==> src/rtl/uart_receiver.sv <==
`timescale 1ns/1ps
// 8N1 UART receiver: two-flop synchroniser, mid-bit sampling FSM and a
// first-word-fall-through receive FIFO with sticky overrun/frame error flags.
module uart_receiver #(
   parameter int CLKS_PER_BIT = 234,
   parameter int FIFO_DEPTH   = 8
) (
   input  logic                          clk,
   input  logic                          reset,
   input  logic                          uart_rx,
   input  logic                          rd_en,
   input  logic                          err_clr,
   output logic [7:0]                    rd_data,
   output logic                          rx_valid,
   output logic [$clog2(FIFO_DEPTH):0]   fifo_count,
   output logic                          overrun,
   output logic                          frame_err
);

   localparam int CW   = $clog2(CLKS_PER_BIT);
   localparam int AW   = $clog2(FIFO_DEPTH);
   localparam int HALF = CLKS_PER_BIT / 2;
   localparam logic [CW-1:0] CNT_LAST = CW'(CLKS_PER_BIT - 1);
   localparam logic [CW-1:0] CNT_HALF = CW'(HALF - 1);

   typedef enum logic [2:0] {IDLE, START, DATA, STOP, RECOVER} state_t;

   state_t          state, state_next;
   logic            rx_m, rx_s;
   logic [CW-1:0]   cnt;
   logic [2:0]      bit_idx;
   logic [7:0]      shreg;
   logic            cnt_clr, shift_en, push, frame_set;

   logic [7:0]      mem [FIFO_DEPTH];
   logic [AW:0]     wr_ptr, rd_ptr;
   logic            empty, full, do_pop, do_push, drop;

   always_ff @(posedge clk or posedge reset) begin
      if (reset) begin
         rx_m <= 1'b1;
         rx_s <= 1'b1;
      end else begin
         rx_m <= uart_rx;
         rx_s <= rx_m;
      end
   end

   always_ff @(posedge clk or posedge reset) begin
      if (reset) state <= IDLE;
      else       state <= state_next;
   end

   always_comb begin
      state_next = state;
      cnt_clr    = 1'b0;
      shift_en   = 1'b0;
      push       = 1'b0;
      frame_set  = 1'b0;
      case (state)
         IDLE: if (!rx_s) begin
            cnt_clr    = 1'b1;
            state_next = START;
         end
         START: if (cnt == CNT_HALF) begin
            cnt_clr    = 1'b1;
            state_next = rx_s ? IDLE : DATA;
         end
         DATA: if (cnt == CNT_LAST) begin
            cnt_clr  = 1'b1;
            shift_en = 1'b1;
            if (bit_idx == 3'd7) state_next = STOP;
         end
         STOP: if (cnt == CNT_LAST) begin
            cnt_clr = 1'b1;
            if (rx_s) begin
               push       = 1'b1;
               state_next = IDLE;
            end else begin
               frame_set  = 1'b1;
               state_next = RECOVER;
            end
         end
         RECOVER: if (rx_s) state_next = IDLE;
         default: state_next = IDLE;
      endcase
   end

   // cnt free-runs outside the timed states; every timed state is entered with a clear.
   always_ff @(posedge clk or posedge reset) begin
      if (reset) begin
         cnt     <= '0;
         bit_idx <= '0;
         shreg   <= '0;
      end else begin
         cnt <= cnt_clr ? '0 : cnt + 1'b1;
         if (state != DATA)  bit_idx <= '0;
         else if (shift_en)  bit_idx <= bit_idx + 1'b1;
         if (shift_en) shreg <= {rx_s, shreg[7:1]};
      end
   end

   assign fifo_count = wr_ptr - rd_ptr;
   assign empty      = (wr_ptr == rd_ptr);
   assign full       = (fifo_count == (AW+1)'(FIFO_DEPTH));
   assign do_pop     = rd_en && !empty;
   assign do_push    = push && (!full || do_pop);
   assign drop       = push && full && !do_pop;
   assign rx_valid   = !empty;
   assign rd_data    = mem[rd_ptr[AW-1:0]];

   // When full, a simultaneous pop frees the very slot the push lands in.
   always_ff @(posedge clk or posedge reset) begin
      if (reset) begin
         wr_ptr <= '0;
         rd_ptr <= '0;
         for (int i = 0; i < FIFO_DEPTH; i++) mem[i] <= '0;
      end else begin
         if (do_push) begin
            mem[wr_ptr[AW-1:0]] <= shreg;
            wr_ptr              <= wr_ptr + 1'b1;
         end
         if (do_pop) rd_ptr <= rd_ptr + 1'b1;
      end
   end

   always_ff @(posedge clk or posedge reset) begin
      if (reset) begin
         overrun   <= 1'b0;
         frame_err <= 1'b0;
      end else begin
         if (drop)         overrun <= 1'b1;
         else if (err_clr) overrun <= 1'b0;
         if (frame_set)    frame_err <= 1'b1;
         else if (err_clr) frame_err <= 1'b0;
      end
   end

endmodule

==> config.mk <==
export PLATFORM = sky130hd
export DESIGN_NAME = uart_receiver
export DESIGN_NICKNAME = d
export VERILOG_FILES = /design/src/rtl/uart_receiver.sv
export SDC_FILE = /design/constraint.sdc
export NUM_CORES = 1
export LEC_CHECK = 0
export ABC_CLOCK_PERIOD_IN_PS = 4200
export CAP_MARGIN = 5
export CELL_PAD_IN_SITES_DETAIL_PLACEMENT = 1
export CELL_PAD_IN_SITES_GLOBAL_PLACEMENT = 2
export CORE_MARGIN = 2
export CORE_UTILIZATION = 34
export CTS_BUF_LIST = sky130_fd_sc_hd__clkbuf_16
export DETAILED_ROUTE_END_ITERATION = 12
export PLACE_DENSITY = 0.63
export SETUP_SLACK_MARGIN = 0.1
export SYNTH_ARGS = -nofsm -noshare
export SYNTH_HDL_FRONTEND = slang
export SYNTH_SLANG_ARGS = --single-unit
==> constraint.sdc <==
create_clock -name clk -period 4.2 [get_ports clk]
set_clock_uncertainty 0.2 [all_clocks]
set_input_delay 1.05 -clock clk [delete_from_list [all_inputs] [get_ports clk]]
set_output_delay 1.05 -clock clk [all_outputs]
set_load 0.03 [all_outputs]
==> out/metrics.cfg, run 1 <==
[status]
status=complete, no violations

[drt]
routed_wirelength_um=11500
vias=2962
vias_per_cell=5.10
drt_first_pass_iters=4
antenna_left=0
post_drt_wl_per_cell_um=19.8
drc=0
dr.first_iter.drc_count=155

[setup_path]
cp_max_fo=11
worstPathRequired_ns=2.95
path_class=register to output pin
setup.worst_path.end_class=output pin
worstPathArrival_ns=2.45
reg2regPathDepth=8
start_kind=register

[layout]
drive_gt1_frac=0.365
insertedDiodeCount=0
final_cell_mix=dfrtp_1, mux2_2, nand2_1, buf_4, clkdlybuf4s50_1
final_common_cell=dfrtp_1
utilization=0.396
nNetsFinal=408
area_growth_pct=14.3

[clocking]
clockRootBuffer=clkbuf_16
hold_buffers=0
tritoncts=yes
clock_sinks=98
htreeDepth=3
cts_resized=0
ctsLongestPathBuffers=2
clkTransAtPathRegs_ns=0.07
clk_latency_ns=0.35
cts_made_buffers=9
cts_setup_buffers=0

[floorplan]
die_y_um=125
rows=44
initial_core_util=0.346
ios=20
die-area_sq_um=15700
die_w_um=125
core_area_sq_um=14400

[logic_synthesis]
synth_area_sq_um=5000
synth_edf_count=0
avgSynthCellArea_sq_um=13.7
ys.flop_type=dfrtp_1
synth_seq_area_share=0.491
syn_inst=366
synth_fp_nets=382
ys_ff_latch=98
ys_types=44
yosysWarnings=0
ys_async_sr_fraction=1.00

[sta]
min_period_ns=3.70
slew_headroom=0.460
layout_setup_ws_ns=0.503
worst_slew_pin_slew_ns=0.810
drv_slew=0
hold_viol=0
rsz0062_at_grt=no
fin_crit_sh=0.880
holdWs_ns=0.152
setup_violations=0
fmax_ghz=0.270
tns_ns=0

[run]
cap_violations=0

[global_route]
gr-total-overflow=0
track_usage=0.157
grt_pass1_vias=3251
grt_pass1_wl_um=18800
antenna_found_initial=0
grt_max_degree=52

[power]
power_density_nw_per_um2=424
ir_drop_uv=199
power.total_mw=2.42
p_leak_nw=2.64

[placed_design]
dp_slack_ns=0.757
gp_routability_congestion=0.727
placement.io_buffers=19
dp_hpwl_um=7550

[worst_hold_path]
whs_path_depth=0
hold_class=register to register

[final cells by class]
type,count,area (sq um)
tap,184,230
multi-input combinational,232,2370
fill,1534,8710
inverter,12,47.5
timing repair buffer,39,340
clock buffer,9,225
sequential,98,2450
clock inverter,7,45.0
[sequential cells by signal, indices dropped and copies added, names as in the netlist]
name       flops
wr_ptr         4
shreg          8
rx_s           1
cnt            8
overrun        1
mem           64
rx_m           1
bit_idx        3
rd_ptr         4
frame_err      1
state          3
[worst max-delay path, cell delays in order (launching register included)]
cell             delay (ns)
dfrtp_1                0.50
inv_1                  0.11
ha_1                   0.16
inv_1                  0.05
fa_1                   0.37
xor2_1                 0.21
clkdlybuf4s50_1        0.70
[cell usage after synthesis (all sizes together) (3+ instances only)]
cell type | n | share of area
or3b | 3 | 0.0053
clkbuf | 5 | 0.0038
dfrtp | 96 | 0.48
ha | 10 | 0.025
nor4 | 10 | 0.034
a21oi | 5 | 0.0050
nand2 | 32 | 0.024
xnor2 | 11 | 0.019
mux2 | 73 | 0.16
xor2 | 5 | 0.0088
nor2 | 16 | 0.012
nand3 | 8 | 0.0080
nand3b | 4 | 0.0060
o41ai | 9 | 0.042
or3 | 5 | 0.0063
inv | 11 | 0.0083
buf | 19 | 0.022
mux4 | 16 | 0.072
[per-stage QoR]
step	instance area (sq um)	std cells
finish	5710	581
global route	5710	581
CTS	5710	581
detailed placement	5440	565
global placement	5440	565
floorplan	5000	366
[worst paths after layout]
check / end / startpoint / slack (ns)
max: fifo_count[2] / wr_ptr[0]$_DFFE_PP0P_ / 0.50
max in group asynchronous: cnt[6]$_DFF_PP0_ / reset / 2.12
max reg2reg: mem[46]$_DFFE_PP0P_ / wr_ptr[0]$_DFFE_PP0P_ / 0.71
min reg2reg: rx_s$_DFF_PP1_ / rx_m$_DFF_PP1_ / 0.15
min: rx_s$_DFF_PP1_ / rx_m$_DFF_PP1_ / 0.15
min in group asynchronous: mem[27]$_DFFE_PP0P_ / reset / 0.96
[metal layers]
metal / GRT usage / routed length (um)
met1: 0.222 / 5620
met5: 0 / 0
met3: 0.0257 / 237
met2: 0.242 / 5450
met4: 0.0588 / 192
[power breakdown]
| part | leakage [nW] | total (mW) | internal [mW] | switching, mW |
|---|---|---|---|---|
| sequential | 1.34 | 0.979 | 0.965 | 0.0132 |
| combinational | 1.16 | 0.671 | 0.219 | 0.452 |
| clock | 0.134 | 0.772 | 0.401 | 0.371 |
| total | 2.64 | 2.42 | 1.59 | 0.836 |
[logic make-up (layout without fill, tap and decap cells)]
| logic type | Yosys count | count (layout) | share of synthesized area |
|---|---|---|---|
| XOR/XNOR | 16 | 16 | 0.0280 |
| buffers and inverters | 36 | 67 | 0.0351 |
| multiplexers | 91 | 91 | 0.241 |
| AND/OR/NAND/NOR | 91 | 91 | 0.114 |
| adder cells (fa/ha/maj) | 11 | 11 | 0.0290 |
| AO/OA/AOI/OAI | 23 | 23 | 0.0621 |
| flip-flops | 98 | 98 | 0.491 |
No activity file was read; power rests on OpenSTA's default activity.
==> run 2, diff against run 1 <==
--- a/config.mk
+++ b/config.mk
@@ -14,6 +14,7 @@
 export CTS_BUF_LIST = sky130_fd_sc_hd__clkbuf_16
 export DETAILED_ROUTE_END_ITERATION = 12
 export PLACE_DENSITY = 0.63
+export REMOVE_ABC_BUFFERS = 1
 export SETUP_SLACK_MARGIN = 0.1
 export SYNTH_ARGS = -nofsm -noshare
 export SYNTH_HDL_FRONTEND = slang
==> out/metrics.cfg, run 2 (synthesized netlist as in run 1, its figures left out) <==
[sta]
drv_slew=0  ; unchanged
rsz0062_at_grt=no  ; unchanged
fin_crit_sh=0.927  ; was 0.880
hold_viol=0  ; unchanged
holdWs_ns=0.159  ; was 0.152 ns
fmax_ghz=0.257  ; was 0.270 GHz
setup_violations=0  ; unchanged
tns_ns=0  ; unchanged
min_period_ns=3.89  ; was 3.70 ns
slew_headroom=0.447  ; was 0.460
layout_setup_ws_ns=0.307  ; was 0.503 ns
worst_slew_pin_slew_ns=0.826  ; was 0.810 ns

[drt]
drc=0  ; unchanged
routed_wirelength_um=10900  ; was 11500 um
antenna_left=0  ; unchanged
vias=2925  ; was 2962
vias_per_cell=5.10  ; about the same
post_drt_wl_per_cell_um=19.1  ; was 19.8 um
drt_first_pass_iters=4  ; unchanged
dr.first_iter.drc_count=146  ; was 155

[setup_path]
crit_chain=ha_1, nand3b_1, a21oi_4, nor2_1, clkdlybuf4s50_1  ; was inv_1, ha_1, inv_1, fa_1, xor2_1, clkdlybuf4s50_1
slowest_delay_ns=0.61  ; was 0.70 ns
cp_max_fo=12  ; was 11
setup.worst_path.end_class=output pin  ; unchanged
path_class=register to output pin  ; unchanged
worstPathRequired_ns=2.95  ; about the same
worstPathArrival_ns=2.64  ; was 2.45 ns
start_kind=register  ; unchanged
critPathSlowestCell=clkdlybuf4s50_1  ; unchanged

[global_route]
grt_pass1_vias=3270  ; was 3251
track_usage=0.153  ; was 0.157
gr-total-overflow=0  ; unchanged
grt_max_degree=51  ; was 52
grt_pass1_wl_um=18600  ; was 18800 um
antenna_found_initial=0  ; unchanged

[power]
swShare=0.340  ; was 0.345
switching_power_mw=0.814  ; was 0.836 mW
clkPwrFrac=0.315  ; was 0.319
ir_drop_uv=249  ; was 199 uV
power.total_mw=2.39  ; was 2.42 mW
pwr-share-comb=0.275  ; was 0.277
p_seq_frac=0.410  ; was 0.404
power_density_nw_per_um2=421  ; was 424 nW/um^2
p_leak_nw=2.62  ; was 2.64 nW
p_int_mw=1.58  ; was 1.59 mW

[floorplan]
die-area_sq_um=15700  ; unchanged
die_w_um=125  ; unchanged
rows=44  ; unchanged
core_area_sq_um=14400  ; unchanged
initial_core_util=0.346  ; unchanged
ios=20  ; unchanged
die_y_um=125  ; unchanged

[clocking]
clkTransAtPathRegs_ns=0.07  ; about the same
clockRootBuffer=clkbuf_16  ; unchanged
cts_made_buffers=9  ; unchanged
cts_setup_buffers=0  ; unchanged
clk_latency_ns=0.35  ; about the same
hold_buffers=0  ; unchanged
ctsLongestPathBuffers=2  ; unchanged
htreeDepth=3  ; unchanged
clock_sinks=98  ; unchanged
tritoncts=yes  ; unchanged

[layout]
nNetsFinal=402  ; was 408
top_regs=mem (64), cnt (8), shreg (8)  ; unchanged
drive_gt1_frac=0.356  ; was 0.365
top_register=mem  ; unchanged
fin_cells=574  ; was 581
area_growth_pct=13.7  ; was 14.3%
largest_reg_flops=64  ; unchanged
final_common_cell=dfrtp_1  ; unchanged
insertedDiodeCount=0  ; unchanged
final_cell_mix=dfrtp_1, mux2_2, nand2_1, clkdlybuf4s50_1  ; was dfrtp_1, mux2_2, nand2_1, buf_4, clkdlybuf4s50_1

[status]
status=complete, no violations  ; unchanged

[placed_design]
gp_routability_congestion=0.707  ; was 0.727
dp_hpwl_um=7100  ; was 7550 um
place_inst=559  ; was 565
placement.io_buffers=19  ; unchanged
dp_slack_ns=0.394  ; was 0.757 ns

[run]
cap_violations=0  ; unchanged

[worst_hold_path]
hold_class=register to register  ; unchanged

run 2: per-layer routing:
layer  vias to the layer above  wire, um  global-route usage
met5                         -         0                   0
met4                         0       184              0.0588
met2                        26      5260               0.247
met1                      1534      5280               0.208
met3                        12       210              0.0240
li1                       1353         -                   -
run 2: metrics by stage:
step	util	area, sq um
after floorplan	-	4870
after global placement	0.375	5410
after detailed placement	0.375	5410
after CTS	0.394	5680
after global routing	0.394	5680
final	0.394	5680
run 2: path summary, 6_finish.rpt:
path                       slack [ns]  depth (start not counted)             startpoint                      to
min                              0.16                          0         rx_m$_DFF_PP1_          rx_s$_DFF_PP1_
max in group asynchronous        2.13                          3                  reset     mem[17]$_DFFE_PP0P_
min in group asynchronous        0.96                          2                  reset  bit_idx[1]$_DFFE_PP0P_
max reg2reg                      0.68                          7  wr_ptr[0]$_DFFE_PP0P_     mem[61]$_DFFE_PP0P_
min reg2reg                      0.16                          0         rx_m$_DFF_PP1_          rx_s$_DFF_PP1_
max                              0.31                          5  wr_ptr[2]$_DFFE_PP0P_           fifo_count[3]
run 2: cell type report:
type | instances | area, sq um
Clock buffer | 9 | 225
Clock inverter | 6 | 37.5
Fill cell | 1508 | 8740
Inverter | 12 | 47.5
Multi-Input combinational cell | 232 | 2380
Sequential cell | 98 | 2450
Tap cell | 184 | 230
Timing Repair Buffer | 33 | 308
run 2: repair_timing:
action	CTS	global route
gates resized for setup	1	0
endpoints found under the setup margin	1	0
hold endpoints to repair	0	0
run 2: worst max-delay path, delay by kind of cell (launching register included):
kind / cells / cell delay (ns)
buffers and inverters: 1 / 0.61
and+or+nand+nor: 2 / 0.26
DFF: 1 / 0.48
AOI/OAI and AO/OA: 1 / 0.54
adders and majority gates: 1 / 0.41
run 2: power groups by stage:
stage,Combinational [mW],Sequential (mW),Clock [mW]
6_report,0.657,0.980,0.755
5_1_grt,0.715,0.981,0.822
4_1_cts,0.674,0.980,0.783
3_5_place_dp,0.668,0.998,0
3_3_place_gp,0.660,0.997,0
2_1_floorplan,0.365,1.06,0
